$ cat src/rtl/alu_tile_pkg.sv
// Shared types and constants for the tile ALU scheduler and its arbiters.
//   req_idx_e     : requester index (0=N 1=E 2=S 3=W 4=host)
//   sched_state_e : scheduler FSM state
//   rr_next       : round-robin successor of a requester index (host wraps to N)
//   idx_onehot    : requester index to one-hot vector
package alu_tile_pkg;

    localparam int NUM_REQ = 5;
    localparam int DATA_W  = 64;
    localparam int CTRL_W  = 16;
    localparam int IDX_W   = 3;

    typedef enum logic [IDX_W-1:0] {
        REQ_N,
        REQ_E,
        REQ_S,
        REQ_W,
        REQ_HOST
    } req_idx_e;

    typedef enum logic [1:0] {
        IDLE,
        ISSUE,
        WAIT
    } sched_state_e;

    function automatic logic [IDX_W-1:0] rr_next(input logic [IDX_W-1:0] idx);
        return (idx == IDX_W'(REQ_HOST)) ? '0 : idx + 1'b1;
    endfunction

    function automatic logic [NUM_REQ-1:0] idx_onehot(input logic [IDX_W-1:0] idx);
        return NUM_REQ'(1) << idx;
    endfunction

endpackage

$ cat src/rtl/rr_arbiter_5.sv
// Purely combinational round-robin arbiter for the five tile requesters.
// The winner is the first set request bit found scanning upward from i_ptr,
// wrapping from index 4 back to 0.
//   i_req     : request vector, one bit per requester
//   i_ptr     : scan start index (expected range 0..NUM_REQ-1)
//   o_gnt     : one-hot grant, all zero when no request is set
//   o_gnt_idx : index of the granted requester, 0 when none
module rr_arbiter_5
    import alu_tile_pkg::*;
(
    input  logic [NUM_REQ-1:0] i_req,
    input  logic [IDX_W-1:0]   i_ptr,
    output logic [NUM_REQ-1:0] o_gnt,
    output logic [IDX_W-1:0]   o_gnt_idx
);

    logic [IDX_W:0] w_pos;
    logic           w_found;

    always_comb begin
        o_gnt     = '0;
        o_gnt_idx = '0;
        w_found   = 1'b0;
        w_pos     = '0;
        for (int k = 0; k < NUM_REQ; k++) begin
            // Position k steps after the pointer, folded back into 0..NUM_REQ-1.
            w_pos = {1'b0, i_ptr} + (IDX_W+1)'(k);
            if (w_pos >= (IDX_W+1)'(NUM_REQ)) begin
                w_pos = w_pos - (IDX_W+1)'(NUM_REQ);
            end
            if (!w_found && i_req[w_pos[IDX_W-1:0]]) begin
                w_found                   = 1'b1;
                o_gnt[w_pos[IDX_W-1:0]]   = 1'b1;
                o_gnt_idx                 = w_pos[IDX_W-1:0];
            end
        end
    end

endmodule

$ cat src/rtl/alu_tile_op_scheduler.sv
// Shares the tile's single ALU between the N, E, S, W and host requesters.
// One operation is in flight at a time: IDLE accepts a round-robin winner and
// latches its operands, ISSUE strobes the ALU, WAIT collects the result (or
// aborts after TIMEOUT cycles) and returns a registered response to the owner.
//
// Handshake: a requester holds req_valid with stable operands; the operation
// is taken in the cycle where req_valid[i] && req_ready[i]. req_ready is
// combinational, one-hot, and only ever asserted in IDLE. alu_valid is a
// single-cycle strobe with no back-pressure; alu_done is only sampled in WAIT.
//
// Ports:
//   clk, rst                   clock, asynchronous active-high reset
//   req_valid/req_a/b/ctrl     per-requester operation, packed i*W +: W
//   req_ready                  one-hot accept
//   alu_valid/alu_a/b/ctrl     issue strobe and latched operands
//   alu_done/alu_result        ALU completion
//   resp_valid/data/err        one-hot registered response, err = timeout
//   busy, owner_id             FSM not idle, current owner index
//   dbg_state                  FSM state for observation
module alu_tile_op_scheduler
    import alu_tile_pkg::*;
#(
    parameter int TIMEOUT = 255
) (
    input  logic                      clk,
    input  logic                      rst,
    input  logic [NUM_REQ-1:0]        req_valid,
    input  logic [NUM_REQ*DATA_W-1:0] req_a,
    input  logic [NUM_REQ*DATA_W-1:0] req_b,
    input  logic [NUM_REQ*CTRL_W-1:0] req_ctrl,
    output logic [NUM_REQ-1:0]        req_ready,
    output logic                      alu_valid,
    output logic [DATA_W-1:0]         alu_a,
    output logic [DATA_W-1:0]         alu_b,
    output logic [CTRL_W-1:0]         alu_ctrl,
    input  logic                      alu_done,
    input  logic [DATA_W-1:0]         alu_result,
    output logic [NUM_REQ-1:0]        resp_valid,
    output logic [DATA_W-1:0]         resp_data,
    output logic                      resp_err,
    output logic                      busy,
    output logic [2:0]                owner_id,
    output sched_state_e              dbg_state
);

    sched_state_e        r_state;
    logic [IDX_W-1:0]    r_rr_ptr;
    logic [7:0]          r_tmo_cnt;
    logic [IDX_W-1:0]    r_owner;
    logic [DATA_W-1:0]   r_a;
    logic [DATA_W-1:0]   r_b;
    logic [CTRL_W-1:0]   r_ctrl;
    logic [NUM_REQ-1:0]  r_resp_valid;
    logic [DATA_W-1:0]   r_resp_data;
    logic                r_resp_err;

    sched_state_e        w_state_nx;
    logic                w_accept;
    logic [7:0]          w_tmo_nx;
    logic [IDX_W-1:0]    w_ptr_nx;
    logic [NUM_REQ-1:0]  w_resp_valid_nx;
    logic [DATA_W-1:0]   w_resp_data_nx;
    logic                w_resp_err_nx;

    logic [NUM_REQ-1:0]  w_gnt;
    logic [IDX_W-1:0]    w_gnt_idx;
    logic [DATA_W-1:0]   w_sel_a;
    logic [DATA_W-1:0]   w_sel_b;
    logic [CTRL_W-1:0]   w_sel_ctrl;

    rr_arbiter_5 u_arb (
        .i_req     (req_valid),
        .i_ptr     (r_rr_ptr),
        .o_gnt     (w_gnt),
        .o_gnt_idx (w_gnt_idx)
    );

    // Operand mux for the current arbitration winner.
    always_comb begin
        w_sel_a    = '0;
        w_sel_b    = '0;
        w_sel_ctrl = '0;
        for (int i = 0; i < NUM_REQ; i++) begin
            if (w_gnt_idx == IDX_W'(i)) begin
                w_sel_a    = req_a[i*DATA_W +: DATA_W];
                w_sel_b    = req_b[i*DATA_W +: DATA_W];
                w_sel_ctrl = req_ctrl[i*CTRL_W +: CTRL_W];
            end
        end
    end

    always_comb begin
        w_state_nx      = r_state;
        w_accept        = 1'b0;
        w_tmo_nx        = r_tmo_cnt;
        w_ptr_nx        = r_rr_ptr;
        w_resp_valid_nx = '0;
        w_resp_err_nx   = 1'b0;
        w_resp_data_nx  = r_resp_data;
        case (r_state)
            IDLE: begin
                if (|req_valid) begin
                    w_accept   = 1'b1;
                    w_state_nx = ISSUE;
                end
            end
            ISSUE: begin
                w_tmo_nx   = '0;
                w_state_nx = WAIT;
            end
            WAIT: begin
                if (alu_done) begin
                    w_resp_valid_nx = idx_onehot(r_owner);
                    w_resp_data_nx  = alu_result;
                    w_ptr_nx        = rr_next(r_owner);
                    w_state_nx      = IDLE;
                end else begin
                    w_tmo_nx = r_tmo_cnt + 8'd1;
                    // The counter reaches TIMEOUT at the end of the TIMEOUT-th
                    // WAIT cycle; the abort response lands in the next cycle.
                    if (r_tmo_cnt == 8'(TIMEOUT - 1)) begin
                        w_resp_valid_nx = idx_onehot(r_owner);
                        w_resp_err_nx   = 1'b1;
                        w_resp_data_nx  = '0;
                        w_ptr_nx        = rr_next(r_owner);
                        w_state_nx      = IDLE;
                    end
                end
            end
            default: begin
                w_state_nx = IDLE;
            end
        endcase
    end

    always_ff @(posedge clk or posedge rst) begin
        if (rst) begin
            r_state      <= IDLE;
            r_rr_ptr     <= '0;
            r_tmo_cnt    <= '0;
            r_owner      <= '0;
            r_a          <= '0;
            r_b          <= '0;
            r_ctrl       <= '0;
            r_resp_valid <= '0;
            r_resp_data  <= '0;
            r_resp_err   <= 1'b0;
        end else begin
            r_state      <= w_state_nx;
            r_rr_ptr     <= w_ptr_nx;
            r_tmo_cnt    <= w_tmo_nx;
            r_resp_valid <= w_resp_valid_nx;
            r_resp_data  <= w_resp_data_nx;
            r_resp_err   <= w_resp_err_nx;
            if (w_accept) begin
                r_owner <= w_gnt_idx;
                r_a     <= w_sel_a;
                r_b     <= w_sel_b;
                r_ctrl  <= w_sel_ctrl;
            end
        end
    end

    assign req_ready  = (r_state == IDLE) ? w_gnt : '0;
    assign alu_valid  = (r_state == ISSUE);
    assign alu_a      = r_a;
    assign alu_b      = r_b;
    assign alu_ctrl   = r_ctrl;
    assign resp_valid = r_resp_valid;
    assign resp_data  = r_resp_data;
    assign resp_err   = r_resp_err;
    assign busy       = (r_state != IDLE);
    assign owner_id   = busy ? r_owner : 3'd0;
    assign dbg_state  = r_state;

endmodule

$ cat config.mk
export PLATFORM = sky130hd
export DESIGN_NAME = alu_tile_op_scheduler
export DESIGN_NICKNAME = d
export VERILOG_FILES = /design/src/rtl/alu_tile_pkg.sv /design/src/rtl/rr_arbiter_5.sv /design/src/rtl/alu_tile_op_scheduler.sv
export SDC_FILE = /design/constraint.sdc
export NUM_CORES = 1
export LEC_CHECK = 0
export CAP_MARGIN = 25
export CORE_AREA = 2 2 395 397
export DETAILED_ROUTE_END_ITERATION = 10
export DIE_AREA = 0 0 397 399
export PLACE_DENSITY_LB_ADDON = 0.05
export SLEW_MARGIN = 0
export SYNTH_ARGS = -nofsm -noshare
export SYNTH_HDL_FRONTEND = slang
export SYNTH_HIERARCHICAL = 1
export SYNTH_SLANG_ARGS = --single-unit
$ cat constraint.sdc
create_clock -name clk -period 20.5 [get_ports clk]
set_clock_uncertainty 0.1 [all_clocks]
set_input_delay 4.1 -clock clk [delete_from_list [all_inputs] [get_ports clk]]
set_output_delay 4.1 -clock clk [all_outputs]
set_load 0.02 [all_outputs]
# Word level (Yosys, flattened, before mapping)
# Index checks and enable logic that the tools add are counted.
[op_classes]
n_mux = 75
order_cmp = 15
shift = 1
bitwise = 4
add_sub_neg = 11
n_eq_ne = 11
n_reduce_logical = 22
[op_table]
columns = ["operator", "n"]
rows = [
  ["64-bit two-way mux", 12],
  ["16-bit two-way mux", 5],
  ["5-bit two-way mux", 9],
  ["3-bit two-way mux", 14],
  ["3-bit by 4-bit less-than comparator with 1-bit output (second input constant)", 5],
  ["5-bit bitwise OR", 4],
  ["1-bit two-way mux", 19],
  ["4-bit by 3-bit >= comparator with 1-bit output (second input constant)", 4],
  ["8-bit one-hot mux with 2 select lines", 1],
  ["1-bit binary-select mux with 3-bit select", 5],
  ["1-bit demux with 3-bit select", 5],
  ["3-bit by 1-bit >= comparator with 1-bit output (second input constant)", 5],
  ["3-bit subtractor (second input constant)", 5],
  ["1-bit logical AND", 9],
  ["3-bit by 2-bit adder with 4-bit output (second input constant)", 2],
  ["8-bit by 1-bit adder with 8-bit output (second input constant)", 1],
  ["8-bit equality test (second input constant)", 1],
  ["8-bit two-way mux", 1],
  ["3-bit by 2-bit equality test with 1-bit output (second input constant)", 2],
  ["3-bit equality test (second input constant)", 2],
  ["2-bit two-way mux", 3],
  ["2-bit one-hot mux with 3 select lines", 1],
  ["2-bit AND reduction", 3],
  ["2-bit nonzero test", 3],
  ["other kinds (14)", 18],
]
[word_totals]
output_inout_bits = 226
wordCells = 149
in_bits = 792
register_bits = 230

# Longest topological paths before layout
# Gate-level depths: netlist of the first run.
[depth]
word_depth = 23
depth_mapped = 21
depth_no_buf = 16

# Modules after synthesis
# The synthesis of the first run kept the hierarchy.
[by_module_without_submodules]
columns = ["module", "cells_each", "seq_area_each_um2", "area_each_um2", "instances"]
rows = [
  ["alu_tile_op_scheduler", 1533, 5755.5, 13018.7, 1],
  ["rr_arbiter_5", 207, 0.0, 1432.6, 1],
]

# Least setup slack after synthesis of the first run
# Ideal clock, no wire load.
[synth_timing]
kind = "input -> output"
start = "input port req_valid[2]"
end = "output port req_ready[0]"
slack_ps = 10251
path_buffers = 0
t_arrival_ps = 6049
stages = 8
required_time_ps = 16300
path_cell_list = "mux2_1 a211oi_2 o31a_4 o21ai_4 nor4_4 or3b_1 o211ai_2 and2_1"
[synth_via]
elab_chain_cells = 16
word_cells_on_any_way = 32
cone_classes = "mux (20); bitwise (4); reduce/logical (8)"
[synth_rtl]
columns = ["element", "line_no", "rtl"]
rows = [
  ["start, declared", "alu_tile_op_scheduler.sv:27", "input logic [NUM_REQ-1:0] req_valid,"],
  ["1-bit binary-select mux with 3-bit select", "rr_arbiter_5.sv:31", "if (!w_found && i_req[w_pos[IDX_W-1:0]]) begin"],
  ["1-bit two-way mux (implied by the code)", "rr_arbiter_5.sv:31", ""],
  ["1-bit two-way mux", "rr_arbiter_5.sv:31", ""],
  ["1-bit zero test", "rr_arbiter_5.sv:31", ""],
  ["1-bit logical AND", "rr_arbiter_5.sv:31", ""],
  ["1-bit two-way mux", "rr_arbiter_5.sv:31", ""],
  ["1-bit zero test", "rr_arbiter_5.sv:31", ""],
  ["1-bit logical AND", "rr_arbiter_5.sv:31", ""],
  ["1-bit two-way mux", "rr_arbiter_5.sv:31", ""],
  ["1-bit zero test", "rr_arbiter_5.sv:31", ""],
  ["1-bit logical AND", "rr_arbiter_5.sv:31", ""],
  ["1-bit two-way mux", "rr_arbiter_5.sv:31", ""],
  ["1-bit zero test", "rr_arbiter_5.sv:31", ""],
  ["1-bit logical AND", "rr_arbiter_5.sv:31", ""],
  ["5-bit two-way mux (*)", "rr_arbiter_5.sv:31", ""],
  ["via w_gnt[0]", "alu_tile_op_scheduler.sv:65", "logic [NUM_REQ-1:0] w_gnt;"],
  ["5-bit two-way mux (*)", "alu_tile_op_scheduler.sv:164", "assign req_ready = (r_state == IDLE) ? w_gnt : '0;"],
  ["end, declared", "alu_tile_op_scheduler.sv:31", "output logic [NUM_REQ-1:0] req_ready,"],
]
# Mark *: on every way through the listed nets, which the timed path passes. The rest lies on a longest branch. The select of a mux whose other input is x is not followed.

# Worst setup path after layout of the first run
[layout_timing]
start = "input port req_valid[3]"
end = "output port req_ready[0]"
# Same word-level chain as after synthesis.

==> results of run 1 <==
## layer usage
| metal | vias to the layer above | GRT usage, % | wire (µm) | share of wire, % |
|---|---|---|---|---|
| li1 | 8255 | - | - | - |
| met1 | 8533 | 15.0 | 43400 | 37 |
| met2 | 713 | 26.8 | 63000 | 53 |
| met3 | 136 | 5.13 | 9970 | 8.4 |
| met4 | 38 | 2.94 | 2230 | 1.9 |
| met5 | - | 0 | 251 | 0.21 |
## registers in the layout, indices dropped and copies added, names as in the netlist, 3 cells and up
register / count
r_rr_ptr: 3
resp_data: 64
r_tmo_cnt: 8
alu_ctrl: 16
alu_a: 64
alu_b: 64
r_owner: 3
resp_valid: 5
## cell type report
type / instances / area, µm² / share of cell area, %
antenna: 10 / 25.0 / 0.0889
clock buffer: 63 / 1200 / 4.25
clock inverter: 6 / 77.6 / 0.276
inverter: 20 / 87.6 / 0.311
multi-input combinational: 1336 / 8020 / 28.5
sequential: 230 / 5760 / 20.4
tap: 2044 / 2560 / 9.09
timing repair buffer: 1046 / 10400 / 37.1
## final timing paths
check	to	startpoint	slack [ns]	depth (start not counted)
max in group asynchronous	alu_b[27]$_DFFE_PP0P_	rst	14.24	4
worst max-delay path	req_ready[0]	req_valid[3]	8.57	11
min in group asynchronous	alu_a[42]$_DFFE_PP0P_	rst	3.93	2
worst min-delay path	alu_a[13]$_DFFE_PP0P_	alu_a[13]$_DFFE_PP0P_	0.38	2
worst min register to register	alu_a[13]$_DFFE_PP0P_	alu_a[13]$_DFFE_PP0P_	0.38	2
worst max register to register	alu_a[45]$_DFFE_PP0P_	r_rr_ptr[0]$_DFFE_PP0P_	13.01	16
## cell families after synthesis
family | after synthesis
XOR/XNOR | 1
buffers and inverters | 174
flip-flops | 230
AND/OR/NAND/NOR | 433
AO/OA/AOI/OAI | 730
multiplexers | 156
adder cells (fa/ha/maj) | 16
## cells in the final DEF (no fill, tap or decap), drive strengths merged, types with 6 or more instances in the layout
cell / count
nor3b: 6
nand2: 179
nand3: 19
nand2b: 10
diode: 10
nor2: 169
dfrtp: 230
nand4: 6
mux2i: 151
inv: 22
a21oi: 163
ha: 15
o21ai: 313
nor3: 8
and2: 7
clkdlybuf4s50: 1017
a22o: 65
buf: 29
o22ai: 146
clkbuf: 63
## per-stage QoR
step	cell area, µm²	utilization [%]	hold slack, ns	instances	setup slack [ns]
global placement	26800	17.5	0.368	4675	8.52
floorplan	14500	-	0.342	1740	10.0
finish	28100	18.3	0.379	4755	8.57
CTS	28100	18.3	0.386	4745	8.52
global route	28100	18.3	0.398	4749	8.29
detailed placement	26900	17.5	0.371	4676	8.51
## synthesized netlist by cell type, types with 2 or more instances
master | instances | share of area (%)
dfrtp_1 | 230 | 40
a22o_1 | 65 | 3.9
mux2_2 | 3 | 0.23
and4_1 | 2 | 0.12
nor4_1 | 2 | 0.087
clkbuf_1 | 98 | 2.5
and2_1 | 7 | 0.30
o32a_1 | 2 | 0.14
o211ai_1 | 3 | 0.16
a22oi_1 | 2 | 0.10
nand3_1 | 19 | 0.66
and3_1 | 5 | 0.22
a21o_1 | 4 | 0.21
ha_1 | 15 | 1.3
o21ai_0 | 222 | 7.7
a31oi_1 | 4 | 0.17
inv_1 | 18 | 0.47
mux2_1 | 2 | 0.16
nor2b_1 | 4 | 0.17
nand2b_1 | 10 | 0.43
nor3b_1 | 5 | 0.26
nor3_1 | 8 | 0.28
a21oi_1 | 162 | 5.6
inv_2 | 2 | 0.052
or2_2 | 2 | 0.087
or3_1 | 2 | 0.087
buf_2 | 41 | 1.4
nand2_1 | 179 | 4.6
o21ai_1 | 89 | 3.1
o22ai_1 | 146 | 6.3
nor2_1 | 169 | 4.4
a221oi_1 | 3 | 0.18
buf_6 | 2 | 0.16
a211o_1 | 2 | 0.12
a211oi_1 | 3 | 0.16
nand4_1 | 6 | 0.26
buf_1 | 9 | 0.23
buf_4 | 4 | 0.21
mux2i_1 | 151 | 10
## critical path, delay by kind of cell
| family | cells | cell delay (ns) |
|---|---|---|
| buffers and inverters | 2 | 1.35 |
| and+or+nand+nor | 3 | 1.15 |
| AOI/OAI and AO/OA | 6 | 1.11 |
==> reports/qor.csv, run 1 <==
stage,metric,value,unit
routing,remaining antenna violation count,0,
routing,WL/cell,25.0,µm
floorplanning,Die Wd,397,µm
timing,Slew @ Worst Pin,0.998,ns
clock_tree,cts hold-fix bufs,0,
timing,RSZ-0062 raised after global routing,no,
timing,Max Clk Rate,0.0838,GHz
clock_tree,TritonCTS buffer count,38,
worst_setup_path,crit-path max FO,10,
clock_tree,Max Root-Sink Buffers,3,
clock_tree,clk sink count,230,
logic_synthesis,cell area after synthesis,14500,µm²
run,# Max-Cap Violations,0,
clock_tree,Root Buffer,clkbuf_16,
clock_tree,Clock transition at path regs,0.05,ns
logic_synthesis,async set-reset flop share out of synthesis,100,%
routing,Vias/cell,3.72,
final_layout,fill cell count,17300,
logic_synthesis,Synth Area in Compound Gates,29.8,%
logic_synthesis,simple-gate share of the synthesized area,12.9,%
worst_setup_path,CP most frequent cell,clkdlybuf4s50_1,
logic_synthesis,number of synthesized flops with an enable pin,0,
logic_synthesis,Synth cell types,77,
clock_tree,Resized cells post-CTS,0,
worst_hold_path,worst hold path type,flip-flop to flip-flop,
timing,final hold vios,0,
clock_tree,clk_lat worst skew,0.58,ns
global_routing,Total GRT Usage,14.2,%
worst_setup_path,Worst Path Required,16.30,ns
logic_synthesis,ys flop type,dfrtp_1,
logic_synthesis,Cells after Synth,1740,
logic_synthesis,Post-Synth Adder-Cell Area,1.44,%
routing,DRT Pass-1 Iters,5,
worst_setup_path,critical path startpoint category,primary input,
final_layout,nets@finish,3480,
logic_synthesis,post-synthesis mux area share,10.8,%
global_routing,Congestion Overflow GR,0,
worst_setup_path,crit path DAT,7.73,ns
clock_tree,CTS tree,yes,
routing,drt total wl,119,mm
floorplanning,io pins,1018,
timing,Final Max Tran Viols,0,
routing,via count,17700,
timing,final setup fails,0,
routing,DR iter-0 viols,791,
logic_synthesis,Mapped Nets,2548,
routing,DRC viols,0,
clock_tree,number of H-tree levels,2,
floorplanning,DIE HEIGHT,399,µm
floorplanning,placement row count,144,
clock_tree,postcts setup bufs,0,
global_routing,vias in the first global route,19000,
placed_design,DP Wirelength,92.9,mm
logic_synthesis,XOR/XNOR Fraction of Synth Area,0.0606,%
logic_synthesis,Syn Area/Cell,8.31,µm²
floorplanning,Initial Util,9.40,%
timing,total negative slack,0,ns
logic_synthesis,Ys Warns,6,
timing,Max transition margin,33.5,%
global_routing,first-pass GRT wire length,158,mm
logic_synthesis,register area share after synthesis,39.8,%
worst_setup_path,CP cell instances,clkdlybuf4s50_1 > a2111oi_2 > a211oi_1 > a211oi_2 > o31a_4 > o21ai_4 > nor4_4 > or3b_1 > o211ai_2 > and2_1 > clkdlybuf4s50_1,
worst_setup_path,Slowest cell on crit path,clkdlybuf4s50_1,
placed_design,PortBufs,1017,
floorplanning,core area,154000,µm²
logic_synthesis,synthesis-stage register bit count,230,
worst_setup_path,Crit. End Element,primary output,
global_routing,largest net degree at the start of global routing,99,
timing,part of the cycle the worst path needs,58.2,%
outcome,status,finished clean,
placed_design,Placer Congestion,0.864,
worst_setup_path,kind of critical path,primary input to primary output,
timing,"Min Clock Period, post-route",11.93,ns
logic_synthesis,largest family of logic cells by synthesized area,compound AO/OA/AOI/OAI gates,
floorplanning,DIE AREA,158000,µm²
worst_setup_path,max incr delay on CP,0.72,ns
final_layout,share of post-route cells with drive strength above 1,4.41,%
global_routing,initial antenna violation count,42,
final_layout,area grow syn2layout,94.8,%
Power of run 1 is not shown: default switching activity piles up to over one toggle a cycle in this logic, so the estimate is an artifact.
==> run 2, diff against run 1 <==
Settings changed: CORE_AREA 2 2 395 397 to 2 2 399 401, DIE_AREA 0 0 397 399 to 0 0 401 403.
Clock period 20.5 ns to 11.75 ns, I/O delays scaled along.
==> reports/qor.csv, run 2 (same netlist as run 1, synthesis figures left out) <==
stage,metric,value,unit,change
clock_tree,clk sink count,230,,unchanged
final_layout,most frequent cells in the layout,"clkdlybuf4s50_1, dfrtp_1, o21ai_0",,
final_layout,area grow syn2layout,94.9,%,about the same
routing,DRT Pass-1 Iters,5,,unchanged
clock_tree,postcts setup bufs,0,,unchanged
worst_setup_path,Worst Path Required,9.30,ns,-7.00 ns
routing,drt total wl,122,mm,+2.6%
clock_tree,Clock transition at path regs,0.05,ns,about the same
timing,"Min Clock Period, post-route",8.50,ns,
worst_setup_path,critical path startpoint category,primary input,,
timing,final hold vios,0,,unchanged
worst_setup_path,cells on worst reg2reg path,16,,unchanged
routing,remaining antenna violation count,0,,unchanged
clock_tree,number of H-tree levels,2,,unchanged
routing,Vias/cell,3.75,,+0.93%
floorplanning,placement row count,146,,+1.4%
worst_setup_path,kind of critical path,primary input to primary output,,
clock_tree,CTS tree,yes,,
floorplanning,Initial Util,9.18,%,-0.23 points
timing,final setup fails,0,,unchanged
final_layout,share of post-route cells with drive strength above 1,4.23,%,-0.18 points
final_layout,"most common cell after layout, fill and taps aside",clkdlybuf4s50_1,,
final_layout,register area,5760,µm²,unchanged
worst_hold_path,worst hold path type,flip-flop to flip-flop,,
worst_setup_path,crit path DAT,6.05,ns,-1.68 ns
clock_tree,Max Root-Sink Buffers,3,,unchanged
routing,via count,17900,,+1.4%
timing,Max transition margin,31.5,%,-2.0 points
timing,part of the cycle the worst path needs,72.4,%,
global_routing,Total GRT Usage,14.4,%,+0.17 points
timing,Max Clk Rate,0.118,GHz,
worst_hold_path,Worst Hold End,r_tmo_cnt[5]$_DFFE_PP0P_,,
placed_design,DP Wirelength,93.9,mm,+1.1%
worst_setup_path,worst r2r dst,alu_a[45]$_DFFE_PP0P_,,
floorplanning,DIE AREA,162000,µm²,+2.0%
final_layout,nets@finish,3479,,-0.029%
clock_tree,Resized cells post-CTS,0,,unchanged
run,# Max-Cap Violations,0,,unchanged
worst_setup_path,Worst R2R Start,r_rr_ptr[0]$_DFFE_PP0P_,,
final_layout,Util after Layout,17.9,%,-0.43 points
outcome,status,finished clean,,
timing,Slew @ Worst Pin,1.03,ns,+0.0299 ns
worst_setup_path,Crit. End Element,primary output,,
floorplanning,io pins,1018,,unchanged
timing,RSZ-0062 raised after global routing,no,,
floorplanning,DIE HEIGHT,403,µm,+1.0%
clock_tree,Root Buffer,clkbuf_16,,
clock_tree,cts hold-fix bufs,0,,unchanged
worst_hold_path,Worst Hold Launch,r_tmo_cnt[5]$_DFFE_PP0P_,,
final_layout,multi-input logic area,8020,µm²,about the same
global_routing,largest net degree at the start of global routing,105,,+6.1%
worst_hold_path,Hold Path Depth,1,,-1
worst_setup_path,crit-path max FO,10,,unchanged
clock_tree,clk_lat worst skew,0.59,ns,about the same
global_routing,Congestion Overflow GR,0,,unchanged
global_routing,initial antenna violation count,71,,+69%
floorplanning,core area,157000,µm²,+2.5%
worst_setup_path,reg2reg setup slack,4.78,ns,-8.23 ns
final_layout,fill cell count,17700,,+2.5%
global_routing,first-pass GRT wire length,163,mm,+3.2%
routing,DRC viols,0,,unchanged
placed_design,Placer Congestion,0.816,,-5.6%
placed_design,PortBufs,1017,,unchanged
routing,DR iter-0 viols,860,,+8.7%
timing,total negative slack,0,ns,unchanged
timing,Final Max Tran Viols,0,,unchanged
floorplanning,Die Wd,401,µm,+1.0%
clock_tree,TritonCTS buffer count,39,,+2.6%
global_routing,vias in the first global route,19100,,+0.42%
routing,WL/cell,25.5,µm,+2.1%
[run 2: cell types whose count changed in the layout (fill, tap and decap cells not counted), moves of 2 or more]
cell      previous run  this run
clkbuf_1            11        13
clkbuf_8            13         9
buf_12               1         4
diode_2             10         8
buf_4               27        22
[run 2: worst max path at each step]
stage | start | endpoint | slack, ns | depth (start not counted)
after floorplan | rst | alu_a[0]$_DFFE_PP0P_ | 3.00 | 1
after global placement | req_valid[3] | req_ready[2] | 3.27 | 11
after detailed placement | req_valid[3] | req_ready[0] | 3.25 | 11
after CTS | req_valid[3] | req_ready[0] | 3.25 | 11
after global routing | req_valid[3] | req_ready[2] | 3.07 | 11
final | req_valid[3] | req_ready[0] | 3.25 | 11
[run 2: final cells by class]
type / instances / share of cell area, %
antenna: 8 / 0.0711
clock buffer: 61 / 4.08
clock inverter: 7 / 0.302
inverter: 20 / 0.311
multi-input combinational: 1336 / 28.5
sequential: 230 / 20.4
tap: 2072 / 9.21
timing repair buffer: 1044 / 37.1
[run 2: through the flow]
step           hold WS, ns  cell area, µm²  setup WS [ns]  std cells
2_1_floorplan        0.342           14500           3.00       1740
3_3_place_gp         0.367           26900           3.27       4701
3_5_place_dp         0.372           26900           3.25       4701
4_1_cts              0.380           28100           3.25       4769
5_1_grt              0.390           28200           3.07       4775
6_report             0.375           28200           3.25       4778
[run 2: metal layers]
layer	part of all wire [%]	GRT usage, %
met5	0.27	0
met4	1.6	2.52
met3	8.3	5.39
met2	53	27.1
met1	37	15.2
[run 2: critical path, stage by stage]
cell and delay [ns]:
clkdlybuf4s50_1 0.65, a2111oi_2 0.32, a211oi_1 0.12, a211oi_2 0.31
o31a_4 0.21, o21ai_4 0.09, nor4_4 0.58, or3b_1 0.42
o211ai_2 0.11, and2_1 0.19, clkdlybuf4s50_1 0.69
Power of run 2 is left out for the same reason.
